**config.mk**
```make
export PLATFORM = sky130hd
export DESIGN_NAME = ad9518_spi_tx
export DESIGN_NICKNAME = d
export VERILOG_FILES = /design/src/rtl/ad9518_spi_pkg.sv /design/src/rtl/spi_bit_engine.sv /design/src/rtl/ad9518_spi_tx.sv
export SDC_FILE = /design/constraint.sdc
export NUM_CORES = 1
export LEC_CHECK = 0
export BUFFER_PORTS_ARGS = -buffer_cell sky130_fd_sc_hd__buf_2
export CAP_MARGIN = 20
export CORE_MARGIN = 10
export CORE_UTILIZATION = 53
export CTS_CLUSTER_DIAMETER = 150
export CTS_CLUSTER_SIZE = 12
export DETAILED_ROUTE_END_ITERATION = 16
export GPL_TIMING_DRIVEN = 0
export PLACE_DENSITY = 0.82
export REMOVE_ABC_BUFFERS = 1
export SLEW_MARGIN = 10
export SYNTH_ARGS = -nofsm -noshare
export SYNTH_HDL_FRONTEND = slang
export SYNTH_SLANG_ARGS = --single-unit
```
**constraint.sdc**
```tcl
create_clock -name CLK_LOW -period 2.1 [get_ports CLK_LOW]
set_clock_uncertainty 0.2 [all_clocks]
set_input_delay 0.21 -clock CLK_LOW [delete_from_list [all_inputs] [get_ports CLK_LOW]]
set_output_delay 0.21 -clock CLK_LOW [all_outputs]
set_load 0.005 [all_outputs]
```
**src/rtl/ad9518_spi_pkg.sv**
```systemverilog
// Shared types and constants for the AD9518 serial config path.
package ad9518_spi_pkg;

  typedef enum logic [2:0] {
    IDLE  = 3'd0,
    SETUP = 3'd1,
    SHIFT = 3'd2,
    HOLD  = 3'd3,
    GAP   = 3'd4
  } spi_state_e;

  // Default frame timing, in CLK_LOW cycles
  localparam int DEF_WORD_BITS = 24;
  localparam int DEF_CLK_DIV   = 4;
  localparam int DEF_CS_SETUP  = 2;
  localparam int DEF_CS_HOLD   = 2;
  localparam int DEF_CS_GAP    = 4;

  // AD9518 frame layout: instruction (RW, W1:W0, address) then one data byte
  localparam int FRM_RW_BIT   = 23;
  localparam int FRM_W_MSB    = 22;
  localparam int FRM_W_LSB    = 21;
  localparam int FRM_ADDR_MSB = 20;
  localparam int FRM_ADDR_LSB = 8;
  localparam int FRM_DATA_MSB = 7;
  localparam int FRM_DATA_LSB = 0;

  function automatic int max4(input int a, input int b, input int c, input int d);
    int m;
    m = a;
    if (b > m) m = b;
    if (c > m) m = c;
    if (d > m) m = d;
    return m;
  endfunction

endpackage

```
**src/rtl/spi_bit_engine.sv**
```systemverilog
// Write-only 3-wire SPI frame engine: CS setup, MSB-first shift, CS hold, CS gap.
//
// state | meaning
// IDLE  | CS_N high, waiting for start_i
// SETUP | CS_N low, SCLK low, first bit already on SDIO
// SHIFT | SCLK low/high phases of CLK_DIV cycles each, SDIO advances on SCLK fall
// HOLD  | SCLK low after the last high phase, CS_N still low
// GAP   | CS_N high for CS_GAP cycles; a start at the exit edge chains the next frame
module spi_bit_engine
  import ad9518_spi_pkg::*;
#(
  parameter int WORD_BITS = DEF_WORD_BITS,
  parameter int CLK_DIV   = DEF_CLK_DIV,
  parameter int CS_SETUP  = DEF_CS_SETUP,
  parameter int CS_HOLD   = DEF_CS_HOLD,
  parameter int CS_GAP    = DEF_CS_GAP
) (
  input  logic                 clk_i,
  input  logic                 rst_ni,
  input  logic                 start_i,
  input  logic [WORD_BITS-1:0] data_i,
  output logic                 accept_o,
  output logic                 cs_n_o,
  output logic                 sclk_o,
  output logic                 sdio_o,
  output logic                 done_o,
  output logic                 busy_o
);

  localparam int CW = $clog2(max4(CLK_DIV, CS_SETUP, CS_HOLD, CS_GAP) + 1);
  localparam int BW = $clog2(WORD_BITS);

  spi_state_e           state_q;
  logic [CW-1:0]        cnt_q;
  logic [BW-1:0]        bit_q;
  logic [WORD_BITS-1:0] sh_q;
  logic                 cs_n_q, sclk_q, sdio_q, done_q, busy_q;

  // A new frame can be taken when idle or on the last gap cycle
  assign accept_o = (state_q == IDLE) || ((state_q == GAP) && (cnt_q == '0));

  assign cs_n_o = cs_n_q;
  assign sclk_o = sclk_q;
  assign sdio_o = sdio_q;
  assign done_o = done_q;
  assign busy_o = busy_q;

  // Frame sequencer; every pin is registered, phase timers are reloaded down-counters
  always_ff @(posedge clk_i or negedge rst_ni) begin
    if (!rst_ni) begin
      state_q <= IDLE;
      cnt_q   <= '0;
      bit_q   <= '0;
      sh_q    <= '0;
      cs_n_q  <= 1'b1;
      sclk_q  <= 1'b0;
      sdio_q  <= 1'b0;
      done_q  <= 1'b0;
      busy_q  <= 1'b0;
    end else begin
      done_q <= 1'b0;
      case (state_q)
        IDLE: begin
          if (start_i) begin
            state_q <= SETUP;
            cnt_q   <= CW'(CS_SETUP - 1);
            sh_q    <= data_i;
            sdio_q  <= data_i[WORD_BITS-1];
            cs_n_q  <= 1'b0;
            busy_q  <= 1'b1;
          end
        end
        SETUP: begin
          if (cnt_q == '0) begin
            state_q <= SHIFT;
            cnt_q   <= CW'(CLK_DIV - 1);
            bit_q   <= '0;
          end else begin
            cnt_q <= cnt_q - CW'(1);
          end
        end
        SHIFT: begin
          if (cnt_q != '0) begin
            cnt_q <= cnt_q - CW'(1);
          end else if (!sclk_q) begin
            sclk_q <= 1'b1;
            cnt_q  <= CW'(CLK_DIV - 1);
          end else if (bit_q == BW'(WORD_BITS - 1)) begin
            sclk_q  <= 1'b0;
            sdio_q  <= 1'b0;
            state_q <= HOLD;
            cnt_q   <= CW'(CS_HOLD - 1);
          end else begin
            sclk_q <= 1'b0;
            sdio_q <= sh_q[WORD_BITS-2];
            sh_q   <= sh_q << 1;
            bit_q  <= bit_q + BW'(1);
            cnt_q  <= CW'(CLK_DIV - 1);
          end
        end
        HOLD: begin
          if (cnt_q == '0) begin
            cs_n_q  <= 1'b1;
            done_q  <= 1'b1;
            state_q <= GAP;
            cnt_q   <= CW'(CS_GAP - 1);
          end else begin
            cnt_q <= cnt_q - CW'(1);
          end
        end
        GAP: begin
          if (cnt_q != '0) begin
            cnt_q <= cnt_q - CW'(1);
          end else if (start_i) begin
            state_q <= SETUP;
            cnt_q   <= CW'(CS_SETUP - 1);
            sh_q    <= data_i;
            sdio_q  <= data_i[WORD_BITS-1];
            cs_n_q  <= 1'b0;
          end else begin
            state_q <= IDLE;
            busy_q  <= 1'b0;
          end
        end
        default: state_q <= IDLE;
      endcase
    end
  end

endmodule

```
**src/rtl/ad9518_spi_tx.sv**
```systemverilog
// AD9518 config transmitter: CONFIG_EN edge detect and a one-deep pending slot
// in front of the SPI frame engine.
module ad9518_spi_tx
  import ad9518_spi_pkg::*;
#(
  parameter int WORD_BITS = DEF_WORD_BITS,
  parameter int CLK_DIV   = DEF_CLK_DIV,
  parameter int CS_SETUP  = DEF_CS_SETUP,
  parameter int CS_HOLD   = DEF_CS_HOLD,
  parameter int CS_GAP    = DEF_CS_GAP
) (
  input  logic                 CLK_LOW,
  input  logic                 RST_N,
  input  logic                 CONFIG_EN,
  input  logic [WORD_BITS-1:0] CONFIG_DATA,
  output logic                 SPI_CS_N,
  output logic                 SPI_SCLK,
  output logic                 SPI_SDIO,
  output logic                 BUSY,
  output logic                 DONE,
  output logic                 DROP
);

  logic                 en_q;
  logic                 pend_vld_q, pend_vld_d;
  logic [WORD_BITS-1:0] pend_q, pend_d;
  logic                 drop_q, drop_d;
  logic                 req, accept, eng_start, eng_busy;
  logic [WORD_BITS-1:0] eng_data;

  assign req       = CONFIG_EN & ~en_q;
  assign eng_start = accept & (pend_vld_q | req);
  assign eng_data  = pend_vld_q ? pend_q : CONFIG_DATA;

  // Pending slot: the held word always goes first; a newer word either waits or replaces it
  always_comb begin
    pend_d     = pend_q;
    pend_vld_d = pend_vld_q;
    drop_d     = 1'b0;
    if (accept) begin
      if (pend_vld_q) begin
        pend_vld_d = req;
        if (req) pend_d = CONFIG_DATA;
      end
    end else if (req) begin
      drop_d     = pend_vld_q;
      pend_vld_d = 1'b1;
      pend_d     = CONFIG_DATA;
    end
  end

  // Edge-detect history resets high so a level already up at reset release is ignored
  always_ff @(posedge CLK_LOW or negedge RST_N) begin
    if (!RST_N) begin
      en_q       <= 1'b1;
      pend_vld_q <= 1'b0;
      pend_q     <= '0;
      drop_q     <= 1'b0;
    end else begin
      en_q       <= CONFIG_EN;
      pend_vld_q <= pend_vld_d;
      pend_q     <= pend_d;
      drop_q     <= drop_d;
    end
  end

  spi_bit_engine #(
    .WORD_BITS (WORD_BITS),
    .CLK_DIV   (CLK_DIV),
    .CS_SETUP  (CS_SETUP),
    .CS_HOLD   (CS_HOLD),
    .CS_GAP    (CS_GAP)
  ) u_engine (
    .clk_i    (CLK_LOW),
    .rst_ni   (RST_N),
    .start_i  (eng_start),
    .data_i   (eng_data),
    .accept_o (accept),
    .cs_n_o   (SPI_CS_N),
    .sclk_o   (SPI_SCLK),
    .sdio_o   (SPI_SDIO),
    .done_o   (DONE),
    .busy_o   (eng_busy)
  );

  assign BUSY = eng_busy | pend_vld_q;
  assign DROP = drop_q;

endmodule

```
==> metrics.txt <==
Routed Wire Length=8640 µm; clk slew on worst S/H paths=about 0.070 ns; worst ir drop on vdd=0.9509 mV; period utilisation layout=102.6%; die height=approximately 100 µm; Overflow after GRT=0; R2R Setup Slk=-0.05 ns; Initial Util=a little under three fifths; post-synth top area cell=dfrtp_1; area share of the largest cell type after synthesis=47.80%; drt first pass iters=5; Slowest cell on crit path=dfrtp_1; 1st-iter DRT viols=roughly 230; nets=between 400 and 500; NetSw=0.002102 W; crit path time final=2.154 ns; area of the core=0.006026 mm²; gr usage total=16.01%; Max Fclk=0.4642 GHz; Setup CP Type=register to register; yosys warns=0; leading cell type in the layout, fill and taps excluded=dfrtp_1; post-DR vias/cell=between 5 and 6; Top FF cell, synth=dfrtp_1; DRC violations left=0; setup repair after global routing missed its margin=true; Final Power=approximately 0.0058 W; CP Max Fanout=4; Hold Fails Final Rpt=0; part of the power in registers=between 30% and 40%; HPWL after DPL=around 4500 µm; count of state elements after synthesis=66; status=complete, but fails checks; Post-synth EDFFs=0; Setup crit start kind=register; Final Worst Setup Slack=-0.05421 ns; root buffer cell=clkbuf_8; CTS tree=yes; Post-Place Cells=between 300 and 400; ANT nets after route=0; Worst Setup EP=u_engine.bit_q[4]$_DFFE_PN0P_; max_cap viols=0; TritonCTS Sinks=66; commonest non-fill, non-tap cells in the layout=dfrtp_1 (60), buf_2 (31), o21ai_0 (30), nand2_1 (28); worst-case reg-to-reg path depth=5; Worst Setup SP=u_engine.bit_q[0]$_DFFE_PN0P_; Port Buf Inserts=32; Cell Chain, Critical Path=ha_4 -> and4b_4 -> o31a_1 -> or3_4 -> a221o_1; layout cells sized above 1=between 30% and 40%; internal power=0.003695 W; largest net degree at the start of global routing=43; first-pass GRT wire length=12820 µm; Min-Delay Path Class=input port to asynchronous set/reset pin; synthesized area per cell=11.40 µm²; Slew Limit Headroom=slightly above 60%; maximum root-to-sink buffer count=2; Slew @ Worst Pin=around 0.6 ns; # fillers=370; Final Slew Violations=0; post-synthesis cell count=~300; initial antenna violation count=1; share of power burned in the clock network=between 10% and 20%; Worst EP arrival=about 2.2 ns; area occupied by multi-input gates=roughly 0.0017 mm²; Crit path required time=around 2.1 ns; Synth area leaders=dfrtp_1 (48%), mux2_1 (9.1%), mux2i_1 (7.2%); Switching Share=36.26%; Register Area=about 0.0017 mm²; Area growth, synth to finish=31.29%; die area=around 0.0099 mm²; die width=around 100 µm; Critical Path End Type=register; routability cong.=0.8788; worst path bufs/invs=0; Setup TNS=-0.3257 ns; leakage power=1.960 nW; cell family with most CP delay=compound AO/OA/AOI/OAI gates; H-tree depth=3; CP peak stage delay=between 0.4 and 0.5 ns; FP Rows=28; failing checks=negative setup slack; DR vias=around 2700; worst r2r src=u_engine.bit_q[0]$_DFFE_PN0P_; Cell Pwr Density=1318 mW/mm²; clk_lat worst skew=approximately 0.35 ns; vias in the first global route=approximately 2600; Levels on crit path=5; Mapped Area=0.003351 mm²; synth unique cells=52; # setup viols final=19; total CTS buffers=9; Combinational Power Share=around 44%; post-synthesis sequential area ratio=between 40% and 50%; I/O pin total=33; Post-synth ARST share=100.0%; Worst R2R End=u_engine.bit_q[4]$_DFFE_PN0P_; WL/cell=around 19 µm; fin cells=approximately 460
sequential cells by signal (all words and copies together), names as in the netlist:
name	cells
pend_q	24
u_engine.cnt_q	3
u_engine.done_o	1
pend_vld_q	1
u_engine.cs_n_o	1
en_q	1
DROP	1
u_engine.state_q	3
u_engine.sdio_o	1
u_engine.bit_q	5
u_engine.sclk_o	1
u_engine.sh_q	23
u_engine.busy_o	1
power by group through the flow:
stage	sequential (W)	clock, W	combinational [W]
2_1_floorplan	0.00211	0	0.00137
3_3_place_gp	0.00219	0	0.00168
3_5_place_dp	0.00225	0	0.00181
4_1_cts	0.00221	0.00108	0.00217
5_1_grt	0.00221	0.00113	0.00279
6_report	0.00216	0.00107	0.00257
layout make-up:
type | instances | area share (%)
Clock inverter | 4 | 1.166
Timing Repair Buffer | 89 | 16.18
Clock buffer | 12 | 3.299
Tap cell | 75 | 2.133
Sequential cell | 66 | 37.83
Multi-Input combinational cell | 206 | 38.99
Antenna cell | 1 | 0.05688
Inverter | 4 | 0.3413
what timing repair did:
action / in CTS / in global routing
setup endpoints to repair: 53 / 49
hold buffers: 26 / 0
buffers inserted: 8 / 18
gates cloned: 1 / 2
pin swaps: 3 / 4
endpoints found under the hold margin: 92 / 0
gates resized for setup: 24 / 4
worst min path at each step:
stage	from	endpoint	slack, ns	cells after the start
2_1_floorplan	RST_N	DROP$_DFF_PN0_	-0.29	0
3_3_place_gp	CONFIG_EN	en_q$_DFF_PN1_	0.13	1
3_5_place_dp	RST_N	u_engine.sclk_o$_DFFE_PN0P_	-0.06	1
4_1_cts	RST_N	u_engine.sclk_o$_DFFE_PN0P_	0.11	2
5_1_grt	RST_N	u_engine.state_q[2]$_DFFE_PN0P_	0.13	2
6_report	RST_N	u_engine.state_q[2]$_DFFE_PN0P_	0.11	2
per-stage QoR:
step                setup WS, ns  utilization (%)  area (µm²)  hold slack (ns)
floorplan                 -1.118                -        3246          -0.2856
global placement          -2.008            58.08        3500           0.1338
detailed placement       -0.9000            59.26        3571         -0.06213
CTS                    -0.004405            69.91        4213           0.1079
global route            -0.08428            73.01        4399           0.1289
finish                  -0.05421            73.01        4399           0.1077
synth_stat cells (2+ instances only):
| master | number |
|---|---|
| mux2_2 | 21 |
| nand2_1 | 28 |
| a221o_1 | 3 |
| nor3_1 | 3 |
| mux2i_1 | 24 |
| dfstp_2 | 2 |
| o211ai_1 | 2 |
| clkbuf_1 | 5 |
| buf_1 | 3 |
| and3_1 | 4 |
| dfrtp_1 | 64 |
| o31ai_1 | 3 |
| nand4_1 | 2 |
| nand4b_1 | 2 |
| buf_6 | 2 |
| inv_1 | 4 |
| mux2_1 | 27 |
| nand2b_1 | 4 |
| nor2_1 | 7 |
| nand3_1 | 3 |
| ha_1 | 3 |
| buf_2 | 9 |
| o21ai_0 | 30 |
| o2bb2ai_1 | 3 |
| a21oi_1 | 7 |
| a31oi_1 | 2 |
| xor2_1 | 2 |
cell families after synthesis:
group | synth area share (%)
mux | 23.30
flops | 49.37
simple gates | 10.12
compound gates | 11.69
buf+inv | 3.585
fa+ha+maj | 1.419
xor+xnor | 0.5229
metal layers:
layer	wire, µm	track usage [%]
met4	346	7.387
met1	3546	19.25
met5	0	0
met3	487	4.291
met2	4260	26.10
No activity file was read; power rests on OpenSTA's default activity.
